**src/rtl/pixel_class_pkg.sv**
```systemverilog
// rtl/pixel_class_pkg.sv - shared hue constants, HSV types and wrap-aware hue range test
package pixel_class_pkg;

  localparam int HUE_W   = 9;
  localparam int HUE_DEG = 360;

  // which channel supplied the maximum; ties resolve R > G > B
  typedef enum logic [1:0] {
    MAX_R = 2'd0,
    MAX_G = 2'd1,
    MAX_B = 2'd2
  } max_sel_e;

  // hue before sector offset and sign are applied
  typedef struct packed {
    max_sel_e   sel;
    logic       neg;
    logic [7:0] q;
  } hue_raw_t;

  typedef struct packed {
    logic [HUE_W-1:0] hue;
    logic [7:0]       sat;
    logic [7:0]       val;
  } hsv_t;

  // lo > hi describes a range that wraps through 0 degrees
  function automatic logic hue_in_range(input logic [HUE_W-1:0] hue,
                                        input logic [HUE_W-1:0] lo,
                                        input logic [HUE_W-1:0] hi);
    if (lo <= hi) return (hue >= lo) && (hue <= hi);
    return (hue >= lo) || (hue <= hi);
  endfunction

endpackage

```
**src/rtl/rgb_to_hsv.sv**
```systemverilog
// rtl/rgb_to_hsv.sv - input register, max/min select (S1) and hue/saturation divide (S2)
module rgb_to_hsv
  import pixel_class_pkg::*;
(
  input  logic        clk,
  input  logic        rst,
  input  logic        en,
  input  logic        in_valid,
  input  logic [23:0] pixel,
  input  logic        sop,
  input  logic        eop,
  output logic        hsv_valid,
  output logic [23:0] hsv_pixel,
  output logic        hsv_sop,
  output logic        hsv_eop,
  output hue_raw_t    hue_raw,
  output logic [7:0]  sat,
  output logic [7:0]  val
);

  logic        s0_valid, s0_sop, s0_eop;
  logic [23:0] s0_pixel;
  logic        s1_valid, s1_sop, s1_eop, s1_neg;
  logic [23:0] s1_pixel;
  logic [7:0]  s1_max, s1_delta, s1_diff;
  max_sel_e    s1_sel;

  logic [7:0]  r, g, b;
  logic [7:0]  c_max, c_min, c_diff;
  logic        c_neg;
  max_sel_e    c_sel;

  assign r = s0_pixel[23:16];
  assign g = s0_pixel[15:8];
  assign b = s0_pixel[7:0];

  // stage valids advance together on the global enable; reset drops all in-flight beats
  always_ff @(posedge clk) begin
    if (rst) begin
      s0_valid  <= 1'b0;
      s1_valid  <= 1'b0;
      hsv_valid <= 1'b0;
    end else if (en) begin
      s0_valid  <= in_valid;
      s1_valid  <= s0_valid;
      hsv_valid <= s1_valid;
    end
  end

  // S1: pick the max channel, the channel difference feeding the hue numerator and its sign
  always_comb begin
    c_sel  = MAX_R;
    c_max  = r;
    c_diff = '0;
    c_neg  = 1'b0;
    if (r >= g && r >= b) begin
      c_sel  = MAX_R;
      c_max  = r;
      c_diff = (g >= b) ? g - b : b - g;
      c_neg  = g < b;
    end else if (g >= b) begin
      c_sel  = MAX_G;
      c_max  = g;
      c_diff = (b >= r) ? b - r : r - b;
      c_neg  = b < r;
    end else begin
      c_sel  = MAX_B;
      c_max  = b;
      c_diff = (r >= g) ? r - g : g - r;
      c_neg  = r < g;
    end
    c_min = (r <= g && r <= b) ? r : ((g <= b) ? g : b);
  end

  // datapath registers: input capture, S1 results, S2 divisions
  always_ff @(posedge clk) begin
    if (en) begin
      s0_pixel    <= pixel;
      s0_sop      <= sop;
      s0_eop      <= eop;
      s1_pixel    <= s0_pixel;
      s1_sop      <= s0_sop;
      s1_eop      <= s0_eop;
      s1_max      <= c_max;
      s1_delta    <= c_max - c_min;
      s1_diff     <= c_diff;
      s1_sel      <= c_sel;
      s1_neg      <= c_neg;
      hsv_pixel   <= s1_pixel;
      hsv_sop     <= s1_sop;
      hsv_eop     <= s1_eop;
      hue_raw.sel <= s1_sel;
      hue_raw.neg <= s1_neg;
      hue_raw.q   <= (s1_delta == 8'd0) ? 8'd0
                   : 8'((16'(s1_diff) * 16'd60) / 16'(s1_delta));
      sat         <= (s1_max == 8'd0) ? 8'd0
                   : 8'((16'(s1_delta) * 16'd255) / 16'(s1_max));
      val         <= s1_max;
    end
  end

endmodule

```
**src/rtl/pixel_classifier_pipe.sv**
```systemverilog
// rtl/pixel_classifier_pipe.sv - streaming RGB hue classifier; PIXEL_CLASS_COUNT_EN adds per-frame histograms
module pixel_classifier_pipe #(
  parameter int NUM_CLASSES = 6,
  parameter int HUE_W       = 9,
  parameter int COUNT_W     = 20,
  parameter int CLS_W       = $clog2(NUM_CLASSES + 1)
) (
  input  logic                               clk,
  input  logic                               rst,
  input  logic [2*NUM_CLASSES*HUE_W-1:0]     classifier_config,
  input  logic [7:0]                         sat_min,
  input  logic [7:0]                         val_min,
  input  logic                               in_valid,
  output logic                               in_ready,
  input  logic [23:0]                        pixel_in,
  input  logic                               in_sop,
  input  logic                               in_eop,
  output logic                               out_valid,
  input  logic                               out_ready,
  output logic [23:0]                        pixel_out,
  output logic [CLS_W-1:0]                   pixel_classification,
  output logic                               out_sop,
  output logic                               out_eop,
  output logic [(NUM_CLASSES+1)*COUNT_W-1:0] class_count,
  output logic                               count_valid
);
  import pixel_class_pkg::*;

  localparam int CFG_W = 2 * NUM_CLASSES * HUE_W;

  logic             en;
  logic [CFG_W-1:0] in_cfg, cmp_cfg, cfg_eff;
  logic [7:0]       in_sat_min, in_val_min, cmp_sat_min, cmp_val_min, sat_eff, val_eff;

  logic             s2_valid, s2_sop, s2_eop;
  logic [23:0]      s2_pixel;
  hue_raw_t         s2_raw;
  logic [7:0]       s2_sat, s2_val;

  logic [HUE_W-1:0]       q_ext, hue_fix;
  hsv_t                   s3_hsv;
  logic [NUM_CLASSES-1:0] match;
  logic                   gate;

  logic                   s3_valid, s3_sop, s3_eop, s3_gate;
  logic [23:0]            s3_pixel;
  logic [NUM_CLASSES-1:0] s3_match;
  logic [CLS_W-1:0]       code;

  assign en       = out_ready || !out_valid;
  assign in_ready = en;

  // input shadow captures the config presented with each accepted start-of-frame beat
  always_ff @(posedge clk) begin
    if (rst) begin
      in_cfg     <= '0;
      in_sat_min <= '0;
      in_val_min <= '0;
    end else if (in_valid && en && in_sop) begin
      in_cfg     <= classifier_config;
      in_sat_min <= sat_min;
      in_val_min <= val_min;
    end
  end

  rgb_to_hsv u_rgb_to_hsv (
    .clk       (clk),
    .rst       (rst),
    .en        (en),
    .in_valid  (in_valid),
    .pixel     (pixel_in),
    .sop       (in_sop),
    .eop       (in_eop),
    .hsv_valid (s2_valid),
    .hsv_pixel (s2_pixel),
    .hsv_sop   (s2_sop),
    .hsv_eop   (s2_eop),
    .hue_raw   (s2_raw),
    .sat       (s2_sat),
    .val       (s2_val)
  );

  // a sop beat entering the compare stage already sees its own frame's config
  assign cfg_eff = (s2_valid && s2_sop) ? in_cfg     : cmp_cfg;
  assign sat_eff = (s2_valid && s2_sop) ? in_sat_min : cmp_sat_min;
  assign val_eff = (s2_valid && s2_sop) ? in_val_min : cmp_val_min;

  // compare shadow switches frames only when the sop beat moves into S3
  always_ff @(posedge clk) begin
    if (rst) begin
      cmp_cfg     <= '0;
      cmp_sat_min <= '0;
      cmp_val_min <= '0;
    end else if (en && s2_valid && s2_sop) begin
      cmp_cfg     <= in_cfg;
      cmp_sat_min <= in_sat_min;
      cmp_val_min <= in_val_min;
    end
  end

  assign q_ext = HUE_W'(s2_raw.q);

  // S3 hue fix-up: apply the sector offset and sign; red sector wraps negatives below 360
  always_comb begin
    hue_fix = q_ext;
    case (s2_raw.sel)
      MAX_G:   hue_fix = s2_raw.neg ? HUE_W'(120) - q_ext : HUE_W'(120) + q_ext;
      MAX_B:   hue_fix = s2_raw.neg ? HUE_W'(240) - q_ext : HUE_W'(240) + q_ext;
      default: hue_fix = (s2_raw.neg && q_ext != '0) ? HUE_W'(HUE_DEG) - q_ext : q_ext;
    endcase
  end

  assign s3_hsv = '{hue: hue_fix, sat: s2_sat, val: s2_val};
  assign gate   = (s3_hsv.sat >= sat_eff) && (s3_hsv.val >= val_eff);

  // S3 range compares against every configured class
  always_comb begin
    match = '0;
    for (int i = 0; i < NUM_CLASSES; i++) begin
      match[i] = hue_in_range(s3_hsv.hue, cfg_eff[2*i*HUE_W +: HUE_W],
                              cfg_eff[(2*i+1)*HUE_W +: HUE_W]);
    end
  end

  // S3 register
  always_ff @(posedge clk) begin
    if (rst) begin
      s3_valid <= 1'b0;
    end else if (en) begin
      s3_valid <= s2_valid;
    end
  end

  // S3 data register
  always_ff @(posedge clk) begin
    if (en) begin
      s3_pixel <= s2_pixel;
      s3_sop   <= s2_sop;
      s3_eop   <= s2_eop;
      s3_match <= match;
      s3_gate  <= gate;
    end
  end

  // S4 priority encode: lowest matching class wins, the S/V floors veto everything
  always_comb begin
    code = '0;
    for (int i = NUM_CLASSES - 1; i >= 0; i--) begin
      if (s3_match[i]) code = CLS_W'(i + 1);
    end
    if (!s3_gate) code = '0;
  end

  // output register holds steady while the consumer stalls
  always_ff @(posedge clk) begin
    if (rst) begin
      out_valid            <= 1'b0;
      pixel_out            <= '0;
      pixel_classification <= '0;
      out_sop              <= 1'b0;
      out_eop              <= 1'b0;
    end else if (en) begin
      out_valid            <= s3_valid;
      pixel_out            <= s3_pixel;
      pixel_classification <= code;
      out_sop              <= s3_sop;
      out_eop              <= s3_eop;
    end
  end

`ifdef PIXEL_CLASS_COUNT_EN
  logic [COUNT_W-1:0] live   [NUM_CLASSES+1];
  logic [COUNT_W-1:0] bumped [NUM_CLASSES+1];
  logic               handshake;

  assign handshake = out_valid && out_ready;

  // live counts with the current output beat folded in, saturating at all-ones
  always_comb begin
    for (int k = 0; k <= NUM_CLASSES; k++) begin
      bumped[k] = live[k];
      if (pixel_classification == CLS_W'(k) && live[k] != '1) bumped[k] = live[k] + COUNT_W'(1);
    end
  end

  // count each delivered beat; an eop delivery publishes the frame totals and restarts
  always_ff @(posedge clk) begin
    if (rst) begin
      for (int k = 0; k <= NUM_CLASSES; k++) live[k] <= '0;
      class_count <= '0;
      count_valid <= 1'b0;
    end else begin
      count_valid <= handshake && out_eop;
      if (handshake) begin
        for (int k = 0; k <= NUM_CLASSES; k++) begin
          if (out_eop) begin
            class_count[k*COUNT_W +: COUNT_W] <= bumped[k];
            live[k]                           <= '0;
          end else begin
            live[k] <= bumped[k];
          end
        end
      end
    end
  end
`else
  assign class_count = '0;
  assign count_valid = 1'b0;
`endif

endmodule
```
**config.mk**
```make
export PLATFORM = sky130hd
export DESIGN_NAME = pixel_classifier_pipe
export DESIGN_NICKNAME = d
export VERILOG_FILES = /design/src/rtl/pixel_class_pkg.sv /design/src/rtl/rgb_to_hsv.sv /design/src/rtl/pixel_classifier_pipe.sv
export SDC_FILE = /design/constraint.sdc
export NUM_CORES = 2
export LEC_CHECK = 0
export CORE_MARGIN = 4
export CORE_UTILIZATION = 40
export DETAILED_ROUTE_END_ITERATION = 8
export GPL_TIMING_DRIVEN = 0
export PLACE_DENSITY = 0.59
export SYNTH_ARGS = -nofsm -noshare
export SYNTH_HDL_FRONTEND = slang
export SYNTH_SLANG_ARGS = --single-unit
```
**constraint.sdc**
```tcl
create_clock -name clk -period 41.7 [get_ports clk]
set_clock_uncertainty 0.1 [all_clocks]
set_input_delay 8.34 -clock clk [delete_from_list [all_inputs] [get_ports clk]]
set_output_delay 8.34 -clock clk [all_outputs]
set_load 0.1 [all_outputs]
```
Word-level counts from Yosys, hierarchy flattened
Cells that the tools add are included.
{"block": "op_classes", "mul": 2, "n_eq_ne": 2, "magnitude_cmp": 30, "div_mod_pow": 2, "addsub": 12, "reduce_logical": 26, "n_mux": 44}
{"cell": "$le 9x9->1", "n": 12}
{"cell": "$mux 108", "n": 1}
{"cell": "$mux 8", "n": 11}
{"cell": "$sub 8x8->8", "n": 7}
{"cell": "$ge 9x9->1", "n": 6}
{"cell": "$ge 8x8->1", "n": 6}
{"cell": "$mux 9", "n": 3}
{"cell": "$le 8x8->1", "n": 3}
{"cell": "$lt 8x8->1", "n": 3}
{"cell": "$mux 3", "n": 7}
{"cell": "$mux 1", "n": 20}
{"cell": "$pmux 9 s2", "n": 1}
{"cell": "$div 14x8->16", "n": 1}
{"cell": "$div 16x8->16", "n": 1}
{"cell": "$logic_not 8->1", "n": 2}
{"cell": "$mul 8x8->16 const B", "n": 1}
{"cell": "$logic_and 1x1->1", "n": 15}
{"cell": "$mul 8x4->12 const B", "n": 1}
{"cell": "$add 7x8->9 const A", "n": 1}
{"cell": "$add 8x8->9 const A", "n": 1}
{"cell": "$reduce_bool 9->1", "n": 1}
{"cell": "$sub 7x8->9 const A", "n": 1}
{"cell": "$sub 8x8->9 const A", "n": 1}
{"cell": "$sub 9x8->9 const A", "n": 1}
{"cell": "other kinds (5)", "n": 11}
{"block": "word_totals", "regBits": 447, "wordCells": 157, "in_bits": 154}

Longest topological paths before layout
{"block": "depth", "depth_word": 8, "ltp_mapped": 177, "depth_no_buf": 169}

Modules after synthesis
Synthesis repeated with hierarchy kept, for this count alone.
{"block": "unflattened", "cells_unflattened": 4439, "hier_area_um2": 37554.8}
{"module": "rgb_to_hsv", "area_per_inst_um2": 19940.4, "n_inst": 1, "cells_each": 2299, "seq_area_each_um2": 4023.9}
{"module": "pixel_classifier_pipe", "area_per_inst_um2": 17614.4, "n_inst": 1, "cells_each": 2140, "seq_area_each_um2": 6576.3}

Worst setup path after synthesis
No wires, ideal clock.
{"block": "synth_path", "path_type": "register to register", "startpoint": "reg u_rgb_to_hsv.s1_delta[3]", "endpoint": "reg u_rgb_to_hsv.sat[0] (data pin)", "stages_incl_launch_ff": 168, "synth_period_minus_slack_ns": 33.198, "setup_slack_ns": 8.502, "arrival_ns": 32.831, "path_cell_list": "edfxtp_1 inv_1 fa_1 inv_1 ha_1 a21o_1 fa_1 inv_1 fa_1 inv_1 ha_1 nor2b_1 o41ai_1 nand2_1 o21ai_0 nand2b_1 xnor2_1 ha_1 [132 not listed] nand3_1 nand4bb_1 buf_2 nor2_1 a21oi_1 ha_1 a21oi_1 nor2b_1 o21ai_0 nand2b_1 a21oi_1 nor2b_1 o21ai_0 nand2b_1 a21oi_1 o2111ai_1 a211oi_1 a31oi_1"}
{"block": "synth_via", "elab_chain_len": 2}
{"element": "start: declaration", "line": "rgb_to_hsv.sv:25", "source": "logic [7:0] s1_max, s1_delta, s1_diff;"}
{"element": "start signal: assignment", "line": "rgb_to_hsv.sv:85", "source": "s1_delta <= c_max - c_min;"}
{"element": "$mul 8x8->16", "line": "rgb_to_hsv.sv:97", "source": ": 8'((16'(s1_delta) * 16'd255) / 16'(s1_max));"}
{"element": "$div 16x8->16", "line": "rgb_to_hsv.sv:97"}
{"element": "end signal: assignment", "line": "rgb_to_hsv.sv:96", "source": "sat <= (s1_max == 8'd0) ? 8'd0"}
{"element": "end: declaration", "line": "rgb_to_hsv.sv:17", "source": "output logic [7:0] sat,"}
No other way between the ends.
A chain may end at the register's enable or synchronous reset.

Worst setup path after layout
Ends and elaborated chain as after synthesis.

==> results.md <==
* Status: complete, no violations
* Share of cells above drive strength 1 at 8.58%
* Hold depth at 0
* Die area at 99,600 sq um
* Startpoint types: register
* Setup Crit Path Kind: register to register
* Htree depth at 2
* Period Utilization, post-route at 91.7%
* Cts bufs inserted at 50
* Final setup viols at 0
* Synthesized area per cell at 8.43 sq um
* Worst-path clk slew at 0.07 ns
* Cell taking the most area after synthesis: ha_1
* Non-Filler Instances at 6,186
* CTS root buffer: clkbuf_16
* IO Port Bufs at 183
* Sequential area share after synthesis at 28.0%
* Least-Margin Pin Slew at 1.26 ns
* Max cap viols at 0
* Routability cong. at 0.897
* Min-delay src: u_rgb_to_hsv.hsv_pixel[15]
* Pre-Repair DR Iteration Count at 5
* Final wirelength at 107,000 microns
* Worst reg-to-reg setup slack at 3.45 ns
* Die width at 316 microns
* CTS Buffer Depth at 3
* Pin count of the biggest net entering global routing at 65
* Worst Hold Class: register to register
* Cell Area, Synth at 37,800 sq um
* Clk sink count at 447
* CP endpoint kind: register
* Most used DFF post-synth: dfxtp_1
* TritonCTS clock tree: built
* DPL Wire Length at 84,300 microns
* Vias in the first global route at 30.5k
* Filler cells at 9,229
* Max stage delay on crit path at 0.66 ns
* Post-synth EDFFs at 165
* Nets@finish at 5,600
* Slew Limit Fails at 0
* Max Fclk at 26.1 MHz
* Area of the multi-input gates at 25,300 sq um
* Setup total negative slack at 0 ns
* Synth top area cells: ha_1 17%, dfxtp_1 15%, edfxtp_1 13%
* Iteration-0 DRC count of the detailed router at 1,687
* Grt ovf at 0
* CP most frequent cell: o21a_1
* Register cell area after layout at 10,600 sq um
* Synth cell types at 125
* Cts hold-fix bufs at 0
* Tot GR Track Use at 20.6%
* Worst reg2reg startpoint: u_rgb_to_hsv.s1_delta[3]
* Final instance area at 43,900 sq um
* Share of the synthesized area in the top cell type at 16.7%
* Drt via density at 5.22
* Dpl cells at 6,080
* WP data required at 41.93 ns
* # IOs at 326
* Seq cells post-synth at 447
* Rel. slew slack at 16.0%
* Final Hold Viols at 0
* Clock latency on the worst-skew pair at 0.61 ns
* DRC viols at 0
* Tmin final at 38.25 ns
* Initial antenna violation count at 1
* Synthesized instance count at 4,491
* Synthesis Warnings at 0
* Critical path arrival at 38.49 ns
* Starting Density at 40.4%
* Antenna Violating Nets Remaining at 0
* Die Height at 316 microns
* CP max FO at 14
* DP Area at 42,000 sq um
* Slowest library cell on the worst path: edfxtp_1
* WHS Endpoint: s3_pixel[15]
* RSZ-0062 raised after global routing: false
* Final core utilization at 46.9%
* First-pass GRT wire length at 165,000 microns
* Core area at 93,600 sq um
* R2R Path End: u_rgb_to_hsv.sat[0]
* Cell Rows at 112
* Worst r2r path cells at 166
* Share of flip-flops with an asynchronous set or reset at 0%
* Total number of vias at 32.3k
* Wirelength per Cell at 17.2 microns
* Area Growth Syn to Fin at 15.9%
[cell type report]
| cell class | count | area share (%) |
|---|---|---|
| Sequential cell | 447 | 24.2 |
| Timing Repair inverter | 1 | 0.0114 |
| Clock buffer | 67 | 3.19 |
| Timing Repair Buffer | 207 | 4.83 |
| Antenna cell | 1 | 0.00571 |
| Clock inverter | 25 | 0.705 |
| Buffer | 293 | 3.81 |
| Multi-Input combinational cell | 3671 | 57.8 |
| Tap cell | 1254 | 3.58 |
| Inverter | 220 | 1.93 |
[critical path: cells and delay by family (launching register included)]
family	cells	cell delay (ns)
mux	4	1.25
fa+ha+maj	21	6.81
compound gates	87	19.01
flops	1	0.66
xor+xnor	1	0.12
buf+inv	14	2.78
simple gates	39	7.20
[cells by family (layout without fill, tap and decap cells)]
group	count (synthesis)	count (layout)	share of synthesized area [%]
AND/OR/NAND/NOR	1497	1497	18.5
AO/OA/AOI/OAI	1155	1155	19.2
adder cells (fa/ha/maj)	555	555	19.3
buffers and inverters	514	813	6.60
flip-flops	447	447	28.0
multiplexers	210	210	5.82
XOR/XNOR	112	112	2.59
other	1	143	0.00991
[metrics by stage]
step,hold WS [ns],worst slack [ns]
floorplan,0.300,8.50
global placement,0.300,2.67
detailed placement,0.305,2.53
CTS,0.313,2.40
global route,0.320,0.0109
finish,0.309,3.45
[routing by layer]
layer | GRT usage [%] | routed length [microns]
met5 | 0 | 26
met1 | 27.6 | 48800
met4 | 4.36 | 2300
met3 | 3.00 | 5180
met2 | 35.3 | 50300
[worst max path at each step]
stage                                  start                  end  slack, ns
floorplan           u_rgb_to_hsv.s1_delta[3]  u_rgb_to_hsv.sat[0]       8.50
global placement    u_rgb_to_hsv.s1_delta[7]  u_rgb_to_hsv.sat[0]       2.67
detailed placement  u_rgb_to_hsv.s1_delta[7]  u_rgb_to_hsv.sat[0]       2.53
CTS                 u_rgb_to_hsv.s1_delta[7]  u_rgb_to_hsv.sat[0]       2.40
global route        u_rgb_to_hsv.s1_delta[3]  u_rgb_to_hsv.sat[0]       0.01
finish              u_rgb_to_hsv.s1_delta[3]  u_rgb_to_hsv.sat[0]       3.45
[flip-flops by register name (all words and copies together) (netlist names), 11 cells and up]
| register | count |
|---|---|
| cmp_cfg | 108 |
| in_cfg | 108 |
| pixel_out | 24 |
| s3_pixel | 24 |
| u_rgb_to_hsv.hsv_pixel | 24 |
| u_rgb_to_hsv.s0_pixel | 24 |
| u_rgb_to_hsv.s1_pixel | 24 |
| u_rgb_to_hsv.hue_raw | 11 |
[cell usage in the layout (no fill, tap or decap), types with 34 or more instances in the layout]
cell type,synthesis,layout
a21o_1,73,73
a21oi_1,505,501
buf_4,144,157
clkbuf_1,121,130
clkbuf_16,0,52
clkdlybuf4s50_1,0,183
conb_1,1,142
dfxtp_1,282,282
edfxtp_1,165,165
fa_1,49,49
ha_1,506,506
inv_1,218,212
mux2_2,53,53
mux2i_1,148,148
nand2_1,756,756
nand2b_1,84,84
nand3_1,37,37
nand4_1,37,37
nor2_1,214,214
nor2b_1,83,83
nor3_1,126,126
o21a_1,119,119
o21ai_0,169,168
o31ai_1,40,40
or3_1,34,34
xnor2_1,70,70
xor2_1,42,42
[timing repair]
item,4_1_cts,5_1_grt
endpoints found under the setup margin,0,1
gates resized for setup,0,11
setup buffers,0,13
[cells in the mapped netlist, drive strengths merged (83+ instances only)]
| cell type | count |
|---|---|
| nand2 | 757 |
| a21oi | 507 |
| ha | 506 |
| dfxtp | 282 |
| nor2 | 221 |
| inv | 219 |
| o21ai | 188 |
| buf | 172 |
| edfxtp | 165 |
| mux2i | 148 |
| nor3 | 130 |
| clkbuf | 122 |
| o21a | 120 |
| nand2b | 84 |
| nor2b | 83 |
Power is not shown: default switching activity piles up to over one toggle a cycle in this logic, so the estimate is an artifact.
